<file path="config.mk">
export PLATFORM = sky130hd
export DESIGN_NAME = uart_echo_ctrl
export DESIGN_NICKNAME = d
export VERILOG_FILES = /design/src/rtl/uart_echo_ctrl.sv
export SDC_FILE = /design/constraint.sdc
export NUM_CORES = 1
export LEC_CHECK = 0
export ABC_AREA = 1
export BUFFER_PORTS_ARGS = -buffer_cell sky130_fd_sc_hd__buf_2
export CORE_UTILIZATION = 49
export DETAILED_ROUTE_END_ITERATION = 6
export GPL_ROUTABILITY_DRIVEN = 0
export PLACE_DENSITY = 0.79
export SYNTH_ARGS = -nofsm -noshare
export SYNTH_HDL_FRONTEND = slang
export SYNTH_SLANG_ARGS = --single-unit
</file>
<file path="constraint.sdc">
create_clock -name i_clk -period 1.24 [get_ports i_clk]
set_input_delay 0.124 -clock i_clk [delete_from_list [all_inputs] [get_ports i_clk]]
set_output_delay 0.124 -clock i_clk [all_outputs]
set_load 0.005 [all_outputs]
</file>
<file path="src/rtl/uart_echo_ctrl.sv">
// Loopback controller: pops a word from the UART RX FIFO and pushes it to the TX FIFO.
// Optional ASCII lower-to-upper transform when UART_ECHO_UPCASE_EN is defined.
//
// state  | meaning
// IDLE   | waiting for enable and a non-empty RX FIFO
// HOLD   | word popped, waiting for TX space (or stall timeout)
// PUSH   | push strobe issued, returning to IDLE
module uart_echo_ctrl #(
    parameter int DBIT    = 8,
    parameter int CNT_W   = 16,
    parameter int TIMEOUT = 0,
    parameter int TO_W    = 16
) (
    input  logic              i_clk,
    input  logic              i_reset,
    input  logic              i_enable,
    input  logic              rx_empty,
    input  logic [DBIT-1:0]   r_data,
    input  logic              tx_full,
    output logic              rd_uart,
    output logic              wr_uart,
    output logic [DBIT-1:0]   w_data,
    output logic              o_busy,
    output logic              o_drop,
    output logic [CNT_W-1:0]  o_echo_cnt,
    output logic [CNT_W-1:0]  o_drop_cnt
);

    localparam logic [1:0] S_IDLE = 2'd0;
    localparam logic [1:0] S_HOLD = 2'd1;
    localparam logic [1:0] S_PUSH = 2'd2;

    logic [1:0]       r_state;
    logic [DBIT-1:0]  r_data_reg;
    logic [TO_W-1:0]  r_stall;
    logic             r_rd;
    logic             r_wr;
    logic [DBIT-1:0]  r_w_data;
    logic             r_busy;
    logic             r_drop;
    logic [CNT_W-1:0] r_echo_cnt;
    logic [CNT_W-1:0] r_drop_cnt;

    logic [DBIT-1:0]  w_xform;
    logic             w_stall_hit;

`ifdef UART_ECHO_UPCASE_EN
    localparam logic [DBIT-1:0] LC_LO    = DBIT'(32'h61);
    localparam logic [DBIT-1:0] LC_HI    = DBIT'(32'h7A);
    localparam logic [DBIT-1:0] CASE_BIT = DBIT'(32'h20);

    always_comb begin
        w_xform = r_data_reg;
        if (DBIT == 8) begin
            if (r_data_reg >= LC_LO && r_data_reg <= LC_HI)
                w_xform = r_data_reg & ~CASE_BIT;
        end
    end
`else
    always_comb begin
        w_xform = r_data_reg;
    end
`endif

    // TIMEOUT of zero disables dropping entirely.
    assign w_stall_hit = (TIMEOUT > 0) && (r_stall == TO_W'(TIMEOUT - 1));

    always_ff @(posedge i_clk) begin
        if (i_reset) begin
            r_state    <= S_IDLE;
            r_data_reg <= '0;
            r_stall    <= '0;
            r_rd       <= 1'b0;
            r_wr       <= 1'b0;
            r_w_data   <= '0;
            r_busy     <= 1'b0;
            r_drop     <= 1'b0;
            r_echo_cnt <= '0;
            r_drop_cnt <= '0;
        end else begin
            r_rd   <= 1'b0;
            r_wr   <= 1'b0;
            r_drop <= 1'b0;
            case (r_state)
                S_IDLE: begin
                    if (i_enable && !rx_empty) begin
                        r_data_reg <= r_data;
                        r_rd       <= 1'b1;
                        r_busy     <= 1'b1;
                        r_state    <= S_HOLD;
                    end
                end
                S_HOLD: begin
                    if (!tx_full) begin
                        r_w_data   <= w_xform;
                        r_wr       <= 1'b1;
                        r_echo_cnt <= r_echo_cnt + 1'b1;
                        r_stall    <= '0;
                        r_state    <= S_PUSH;
                    end else if (w_stall_hit) begin
                        r_drop     <= 1'b1;
                        r_drop_cnt <= r_drop_cnt + 1'b1;
                        r_stall    <= '0;
                        r_busy     <= 1'b0;
                        r_state    <= S_IDLE;
                    end else begin
                        r_stall <= r_stall + 1'b1;
                    end
                end
                S_PUSH: begin
                    r_busy  <= 1'b0;
                    r_state <= S_IDLE;
                end
                default: begin
                    r_busy  <= 1'b0;
                    r_state <= S_IDLE;
                end
            endcase
        end
    end

    assign rd_uart    = r_rd;
    assign wr_uart    = r_wr;
    assign w_data     = r_w_data;
    assign o_busy     = r_busy;
    assign o_drop     = r_drop;
    assign o_echo_cnt = r_echo_cnt;
    assign o_drop_cnt = r_drop_cnt;

endmodule

</file>
==> impl_metrics.tcl, run 1 <==
set metrics [dict create \
    run_status "completed" \
    antenna_violations_before_repair 0 \
    dpl_worst_slack_ns -0.0257 \
    grt_use_total_pct 19.8 \
    power_per_cell_area_nw_per_um2 1070 \
    drt_pre_antenna_iters 4 \
    synthDistinctLibCells 23 \
    reg2regPathDepth 9 \
    grt_overflow 0 \
    floorplan.core_area_um2 3100 \
    final_nets 294 \
    via_cell_ratio 4.62 \
    setup_violations 0 \
    worstSkewPairLatency_ns 0.35 \
    synthAdderAreaFrac_pct 0.766 \
    die_span_x_um 59.7 \
    postSynthRegisterBits 37 \
    clock_sinks 37 \
    groute.layer.met3.usage_pct 5.84 \
    min_period_over_period_pct 97.2 \
    synth_largest_area_cell "dfxtp_1" \
    synth.top_cell.area_share_pct 45.4 \
    die_area_um2 3570 \
    num_io_pins 57 \
    cp-end-kind "flip-flop" \
    finalHoldWorstSlack_ns 0.0169 \
    synthSimpleGateAreaFrac_pct 27.2 \
    yosys-mux-area-fraction_pct 0 \
    grt_start_max_net_pins 16 \
    total_leakage_power_nw 0.988 \
    final_layout_size_suffix_gt1_share_pct 31.0 \
    cap_viol_max_count 0 \
    timing.critical_path.required_ns 1.55 \
    largest_reg_flops 16 \
    synth_cells 225 \
    critical_path.reg2reg.startpoint "r_state[1]" \
    hold_path_class "primary input to flip-flop" \
    tritoncts "built" \
    place.port_buffers 39 \
    number_of_global_route_vias_before_repair 1213 \
    timing_max_transition_violations_final 0 \
    use_met1_pct 25.4 \
    synth.yosys.seq_area_share_pct 45.4 \
    htree_levels 2 \
    postRouteWirelength_mm 3.43 \
    ctsRootBufferMaster "clkbuf_4" \
    timing.clock.skew_ns 0.0224 \
    rows 20 \
    crit_path_arrival_time_ns 1.52 \
    xor_and_xnor_fraction_of_the_mapped_netlist_area_pct 0.536 \
    dr.first_iter.drc_count 73 \
    clk_pin_slew_worst_paths_ns 0.13 \
    synth_compound_area_share_pct 10.7 \
    setup.reg_to_reg.worst_slack_ns 0.03 \
    drt.antenna.violating_nets 0 \
    postSynthAreaPerCell_um2 7.26 \
    flow.area_growth_from_synthesis_pct 23.8 \
    synth.yosys.warnings 0 \
    hold-path-cell-count 3 \
    worst_r2r_endpoint "o_echo_cnt[12]" \
    largest_cells_by_area_after_synthesis "dfxtp_1 (45%), nand2_1 (12%), nor2_1 (8.5%)" \
    critical_path.max_fanout 7 \
    grt_first_pass_wirelength_mm 5.12 \
    timing_hold_violations_final 0 \
    crit_path_class "flip-flop to flip-flop" \
    synth_top_family_by_area "simple AND/OR/NAND/NOR gates" \
    tritoncts.num_buffers 5 \
    start_util_pct 52.6 \
    detail_route.drc_violations 0 \
    globalRouteMet2Util_pct 31.0 \
    vdd_drop_max_mv 0.860 \
    top_usage_layer "met2" \
    hpwlAfterDp_mm 2.44 \
    critPathLaunchType "flip-flop" \
    netlist_area_um2 1630 \
    worst_hold_startpoint "r_data[3]" \
    die_height_um 59.7 \
    unrepaired_setup_endpoints_after_global_routing "true" \
    final.min_clock_period_ns 1.21 \
    vias 1500 \
    routed_wire_length_per_instance_um 10.6 \
    hold_path_end "r_data_reg[3]" \
    maxClockFrequency_mhz 829 \
    utilization_pct 65.1 \
    cts_buffer_depth 2 \
    diodes 0 \
    fill_cell_count 289 \
    finalWorstSetupSlack_ns 0.0343 \
    post_cts_hold_buffer_count 0 \
]
-- report_power, final --
group,internal [mW],switching (mW),total (mW)
clock,0.339,0.419,0.758
sequential,1.22,0.0166,1.24
combinational,0.0668,0.0992,0.166
-- timing repair --
| item | CTS | global route |
|---|---|---|
| pin swaps | 0 | 4 |
| gates resized for setup | 1 | 14 |
| gates cloned | 0 | 0 |
| setup buffers | 0 | 3 |
| endpoints found under the setup margin | 3 | 10 |
-- routing by layer --
layer | part of all wire [%] | up-vias
met5 | 0 | -
met4 | 0.99 | 0
met3 | 5.8 | 4
met2 | 46 | 55
met1 | 47 | 661
li1 | - | 780
-- cell usage in the layout (no fill, tap or decap), types with 2 or more instances in the layout --
cell type / n
nand2_1: 50
buf_2: 39
nor2_1: 34
dfxtp_1: 33
inv_1: 17
a21oi_1: 17
conb_1: 17
buf_4: 16
o21ai_0: 12
inv_2: 7
nand3_1: 7
clkbuf_4: 5
dfxtp_2: 4
nor2_4: 3
nor2_2: 3
nand2_4: 2
nand3_2: 2
nand2_2: 2
clkbuf_8: 2
-- area by class of cell --
| type | count | area (µm²) | area share [%] |
|---|---|---|---|
| flip-flops and latches | 37 | 746 | 36.9 |
| multi-input cells | 157 | 741 | 36.7 |
| repair buffers | 55 | 315 | 15.6 |
| inverters | 24 | 90.1 | 4.46 |
| clock buffers | 7 | 65.1 | 3.22 |
| well taps | 44 | 55.1 | 2.72 |
| clock inverters | 1 | 8.76 | 0.433 |
-- worst max-delay path by stage --
stage                             start        endpoint  slack (ns)  cells past startpoint
after floorplan           o_echo_cnt[0]  o_echo_cnt[14]        0.07                      8
after global placement    o_echo_cnt[8]  o_echo_cnt[14]        0.04                      7
after detailed placement  o_echo_cnt[0]  o_echo_cnt[12]       -0.03                      8
after CTS                 o_echo_cnt[0]  o_echo_cnt[12]      -0.002                      8
after global routing         r_state[1]  o_echo_cnt[12]       -0.08                      9
final                        r_state[1]  o_echo_cnt[12]        0.03                      9
-- Yosys cell counts, drive strengths merged --
master  number
nand2       54
xor2         1
a41oi        1
dfxtp       37
nand4        1
buf         20
conb         1
inv         24
nor2        40
o31ai        1
clkbuf       3
ha           1
o21ai       13
a211oi       1
nand3       10
a21oi       17
-- logic make-up (layout without fill, tap and decap cells) --
kind of cell / count (synthesis) / after routing
flip-flops: 37 / 37
buffers and inverters: 47 / 87
AND/OR/NAND/NOR: 105 / 105
AO/OA/AOI/OAI: 33 / 33
XOR/XNOR: 1 / 1
other: 1 / 17
adder cells (fa/ha/maj): 1 / 1
-- through the flow --
| step | cells | cell area (µm²) | power [mW] | TNS [ns] |
|---|---|---|---|---|
| after floorplan | 241 | 1690 | 1.40 | 0 |
| after global placement | 314 | 1880 | 1.41 | 0 |
| after detailed placement | 314 | 1880 | 1.42 | -0.0448 |
| after CTS | 322 | 1960 | 2.15 | -0.00190 |
| after global routing | 325 | 2020 | 2.25 | -0.251 |
| final | 325 | 2020 | 2.16 | 0 |
-- worst max-delay path, cell delays in order, from the launching register on --
cell	delay (ns)
dfxtp_2	0.34
inv_2	0.09
nand2_4	0.06
nor2_4	0.21
nand3_4	0.13
inv_2	0.10
nand3_2	0.06
nand2_1	0.09
nand2_1	0.05
inv_1	0.04
Note: power is estimated with default switching activity, not from simulation.
==> inputs of run 2 (changes only) <==
--- a/config.mk
+++ b/config.mk
@@ -12,2 +12,3 @@
 export GPL_ROUTABILITY_DRIVEN = 0
+export GPL_TIMING_DRIVEN = 0
 export PLACE_DENSITY = 0.79
==> constraint.sdc (replaced) <==
create_clock -name i_clk -period 1.24 [get_ports i_clk]
set_input_delay 0 -clock i_clk [delete_from_list [all_inputs] [get_ports i_clk]]
set_output_delay 0 -clock i_clk [all_outputs]
set_load 0.005 [all_outputs]
==> run 2 against run 1 <==
Against the previous run: design area increased by 11%; clock-buffer cell count is 1 lower; largest cell class unchanged; setup slack worse by 0.0066 ns; utilization is 7.3 points higher; critical path type unchanged.
==> impl_metrics.tcl, run 2 (synthesis results as in run 1) <==
set metrics [dict create \
    rows 20 \
    timing.clock.skew_ns 0.00754 \
    floorplan.core_area_um2 3100 \
    setup_violations 0 \
    grt_use_total_pct 20.9 \
    finalWorstSetupSlack_ns 0.0277 \
    p_sw_mw 0.538 \
    mostFrequentLayoutCells "nand2_1 (50), buf_2 (40), nor2_1 (34)" \
    postRouteWirelength_mm 3.59 \
    cell_internal_pwr_mw 1.76 \
    fill_cell_count 263 \
    final.min_clock_period_ns 1.21 \
    combinationalPowerShare_pct 10.0 \
    grt_start_max_net_pins 13 \
    critPathLaunchType "flip-flop" \
    diodes 0 \
    worstSkewPairLatency_ns 0.34 \
    dr.first_iter.drc_count 73 \
    place.port_buffers 38 \
    final_layout_size_suffix_gt1_share_pct 34.5 \
    dpl_worst_slack_ns -0.0599 \
    clockPowerShare_pct 36.3 \
    clock_sinks 37 \
    tritoncts.num_buffers 5 \
    grt_overflow 0 \
    vdd_drop_max_mv 0.660 \
    drt_pre_antenna_iters 4 \
    total_leakage_power_nw 1.10 \
    timing_max_transition_violations_final 0 \
    power_per_cell_area_nw_per_um2 1020 \
    flow.area_growth_from_synthesis_pct 37.6 \
    timing.critical_path.to "o_echo_cnt[14]" \
    start_util_pct 52.6 \
    setup.worst_path.start "r_state[1]" \
    tritoncts "built" \
    number_of_global_route_vias_before_repair 1291 \
    die_area_um2 3570 \
    crit_path_class "flip-flop to flip-flop" \
    htree_levels 2 \
    cp-end-kind "flip-flop" \
    clk_pin_slew_worst_paths_ns 0.11 \
    routed_wire_length_per_instance_um 10.3 \
    reg2regPathDepth 8 \
    antenna_violations_before_repair 0 \
    ctsRootBufferMaster "clkbuf_4" \
    timing_hold_violations_final 0 \
    run_status "completed" \
    vias 1585 \
    largest_reg_flops 16 \
    detail_route.drc_violations 0 \
    total_neg_setup_slack_ns 0 \
    critical_path.reg2reg.startpoint "r_state[1]" \
    worst_r2r_endpoint "o_echo_cnt[14]" \
    timing.critical_path.required_ns 1.49 \
    num_io_pins 57 \
    min_period_over_period_pct 97.8 \
    switching_share_pct 23.4 \
    drt.antenna.violating_nets 0 \
    critical_path.max_fanout 6 \
    grt_first_pass_wirelength_mm 5.42 \
    die_height_um 59.7 \
    setup.reg_to_reg.worst_slack_ns 0.03 \
    cts_buffer_depth 2 \
    sequentialPowerShare_pct 53.7 \
    unrepaired_setup_endpoints_after_global_routing "true" \
    via_cell_ratio 4.55 \
    hpwlAfterDp_mm 2.35 \
    maxClockFrequency_mhz 825 \
    crit_path_arrival_time_ns 1.47 \
    hold_path_class "primary input to flip-flop" \
    cap_viol_max_count 0 \
    most_common_cell_after_layout_fill_and_taps_aside "nand2_1" \
    die_span_x_um 59.7 \
    final_nets 317 \
]
## run 2: changes by cell type in the layout (fill, tap and decap cells not counted), moves of 3 or more
cell / change
inv_2: -3
dfxtp_2: +5
dfxtp_1: -6
buf_4: +8
dlygate4sd3_1: +10
inv_4: +3
## run 2: per-stage QoR
stage	hold slack (ns)	total power, mW	cells	util [%]	cell area [µm²]
2_1_floorplan	0.153	1.40	241	-	1690
3_3_place_gp	0.249	1.44	323	62.5	1940
3_5_place_dp	0.259	1.45	323	62.5	1940
4_1_cts	0.0442	2.30	341	68.8	2130
5_1_grt	0.0965	2.41	348	72.4	2250
6_report	0.0753	2.30	348	72.4	2250
## run 2: worst min-delay path by stage
stage | start | endpoint | slack, ns | cells after the start
2_1_floorplan | tx_full | r_state[0] | 0.15 | 2
3_3_place_gp | r_data[6] | r_data_reg[6] | 0.25 | 3
3_5_place_dp | r_data[0] | r_data_reg[0] | 0.26 | 3
4_1_cts | i_enable | o_busy | 0.04 | 3
5_1_grt | i_enable | o_busy | 0.1 | 3
6_report | rx_empty | o_busy | 0.08 | 4
## run 2: critical path, cell delays in order (launching register included)
cell     delay, ns
dfxtp_2       0.35
inv_4         0.07
nand2_4       0.06
nor2_4        0.21
nand3_4       0.15
nor2_2        0.14
nand2_1       0.06
nand2_1       0.05
nor2_1        0.04
## run 2: what timing repair did
action / in CTS / in global routing
setup buffers: 0 / 7
pin swaps: 0 / 4
hold buffers: 10 / 1
setup endpoints to repair: 5 / 16
gates resized for setup: 7 / 21
endpoints found under the hold margin: 13 / 1
## run 2: area by class of cell
| class | instances | area [µm²] | share of cell area (%) |
|---|---|---|---|
| plain buffers | 23 | 159 | 7.07 |
| clock buffers | 6 | 41.3 | 1.84 |
| clock inverters | 2 | 38.8 | 1.73 |
| inverters | 24 | 97.6 | 4.34 |
| multi-input cells | 157 | 753 | 33.5 |
| flip-flops and latches | 37 | 756 | 33.6 |
| well taps | 44 | 55.1 | 2.45 |
| repair buffers | 55 | 347 | 15.4 |
## run 2: power groups by stage
stage / Combinational, mW / Clock, mW / Sequential (mW)
2_1_floorplan: 0.135 / 0 / 1.26
3_3_place_gp: 0.183 / 0 / 1.26
3_5_place_dp: 0.186 / 0 / 1.26
4_1_cts: 0.212 / 0.854 / 1.23
5_1_grt: 0.258 / 0.909 / 1.24
6_report: 0.230 / 0.836 / 1.24
## run 2: layer usage
metal | track usage (%) | vias up | wire length [µm]
met3 | 6.49 | 8 | 227
met1 | 24.8 | 693 | 1590
met5 | 0 | - | 0
met2 | 35.2 | 62 | 1700
li1 | - | 822 | -
met4 | 7.97 | 0 | 74
==> inputs of run 3 (changes only) <==
Settings changed: BUFFER_PORTS_ARGS -buffer_cell sky130_fd_sc_hd__buf_2 to default, CORE_UTILIZATION 49 to 60, DONT_BUFFER_PORTS from default to 1, PLACE_DENSITY 0.79 to 0.76.
==> run 3 against run 2 <==
Against the previous run: final cell count down 15%; sequential share of layout area rose by 2.7 points; clock power down 4.9%; setup slack lost 0.023 ns; maximum frequency is 1.9% lower; non-clock buffer count is 36 lower; flip-flop and latch count unchanged; utilization grew 11 points; critical path type unchanged.
==> impl_metrics.tcl, run 3 (synthesis results as in run 1) <==
set metrics [dict create \
    grt_start_max_net_pins 12 \
    detail_route.drc_violations 0 \
    critical_path.reg2reg.startpoint "o_echo_cnt[4]" \
    utilization_pct 83.5 \
    maxClockFrequency_mhz 809 \
    tritoncts.num_buffers 5 \
    placed_cell_area_um2 1730 \
    timing_max_transition_violations_final 0 \
    multi_input_area_um2 798 \
    rows 18 \
    grt_use_total_pct 27.4 \
    drt.antenna.violating_nets 0 \
    vdd_drop_max_mv 1.21 \
    worstSkewPairLatency_ns 0.34 \
    total_leakage_power_nw 0.919 \
    ctsRootBufferMaster "clkbuf_4" \
    timing.critical_path.required_ns 1.48 \
    run_status "completed" \
    flow.area_growth_from_synthesis_pct 29.0 \
    place.port_buffers 0 \
    critical_path.max_fanout 4 \
    setup.reg_to_reg.worst_slack_ns 0.004 \
    vias 1582 \
    diodes 0 \
    number_of_global_route_vias_before_repair 1336 \
    mostFrequentLayoutCells "nand2_1 (44), nor2_1 (33), dfxtp_1 (27)" \
    grt_first_pass_wirelength_mm 5.49 \
    hold_path_class "primary input to flip-flop" \
    reg2regPathDepth 7 \
    cp-end-kind "flip-flop" \
    antenna_violations_before_repair 0 \
    final_nets 281 \
    seqCellArea_um2 766 \
    critPathLaunchType "flip-flop" \
    timing_hold_violations_final 0 \
    floorplan.core_area_um2 2520 \
    min_period_over_period_pct 99.6 \
    clk_pin_slew_worst_paths_ns 0.11 \
    final.min_clock_period_ns 1.24 \
    start_util_pct 64.7 \
    cts_buffer_depth 2 \
    power_per_cell_area_nw_per_um2 1070 \
    die_span_x_um 54.2 \
    timing.clock.skew_ns 0.00797 \
    die_height_um 54.2 \
    crit_path_arrival_time_ns 1.48 \
    worst_r2r_endpoint "o_echo_cnt[13]" \
    largest_reg_flops 16 \
    worst_hold_startpoint "r_data[3]" \
    hold_path_end "r_data_reg[3]" \
    tritoncts "built" \
    cap_viol_max_count 0 \
    via_cell_ratio 5.33 \
    routed_wire_length_per_instance_um 13.6 \
    hold-path-cell-count 3 \
    most_common_cell_after_layout_fill_and_taps_aside "nand2_1" \
    final_cell_area_um2 2110 \
    hpwlAfterDp_mm 2.54 \
    htree_levels 2 \
    die_area_um2 2930 \
    crit_path_class "flip-flop to flip-flop" \
    dr.first_iter.drc_count 60 \
    num_io_pins 57 \
    clock_sinks 37 \
    grt_overflow 0 \
    unrepaired_setup_endpoints_after_global_routing "true" \
    setup_violations 0 \
    final_layout_size_suffix_gt1_share_pct 28.8 \
    postRouteWirelength_mm 4.03 \
    fill_cell_count 180 \
    drt_pre_antenna_iters 5 \
]
==> run 3: routing by layer <==
layer	track usage (%)	vias up	wire length (µm)
met5	0	-	0
met2	49.2	109	2080
met3	7.63	18	424
met1	28.7	701	1410
li1	-	754	-
met4	13.7	0	114
==> run 3: worst max path at each step <==
stage             startpoint  slack, ns             end
2_1_floorplan  o_echo_cnt[0]       0.07  o_echo_cnt[14]
3_3_place_gp   o_echo_cnt[0]      -0.08  o_echo_cnt[12]
3_5_place_dp   o_echo_cnt[0]      -0.14  o_echo_cnt[12]
4_1_cts           r_state[0]      0.003  o_echo_cnt[12]
5_1_grt           r_state[1]      -0.05  o_echo_cnt[14]
6_report       o_echo_cnt[4]      0.004  o_echo_cnt[13]
==> run 3: final cells by class <==
cell class	count	area share, %
multi-input cells	157	37.9
flip-flops and latches	37	36.3
repair buffers	19	8.37
plain buffers	23	7.54
inverters	24	4.63
clock buffers	5	1.78
well taps	30	1.78
clock inverters	2	1.66
==> run 3: power by group <==
part / internal [mW] / switching [mW]
registers: 1.21 / 0.0224
clock network: 0.410 / 0.385
logic: 0.104 / 0.112
total: 1.72 / 0.520
==> run 3: stage by stage <==
| stage | worst slack, ns | setup TNS [ns] | hold slack [ns] | cells | total power, mW |
|---|---|---|---|---|---|
| after floorplan | 0.0658 | 0 | 0.153 | 241 | 1.40 |
| after global placement | -0.0790 | -0.173 | 0.159 | 271 | 1.42 |
| after detailed placement | -0.137 | -0.430 | 0.164 | 271 | 1.43 |
| after CTS | 0.00282 | 0 | 0.0758 | 291 | 2.23 |
| after global routing | -0.0474 | -0.213 | 0.387 | 297 | 2.33 |
| final | 0.00442 | 0 | 0.359 | 297 | 2.24 |
==> run 3: critical path, stage by stage (launching register included) <==
cell and delay (ns):
dfxtp_2 0.39, nand2_2 0.10, inv_2 0.10, nand2_1 0.08, nor2_2 0.12, nand3_1 0.14
o21ai_1 0.15, nor2_1 0.05
==> run 3: repair_timing <==
item	CTS	global route
hold buffers	10	2
resized for setup	13	32
buffers inserted	3	4
pin swaps	3	9
setup endpoints to repair	9	28
hold endpoints to repair	18	1
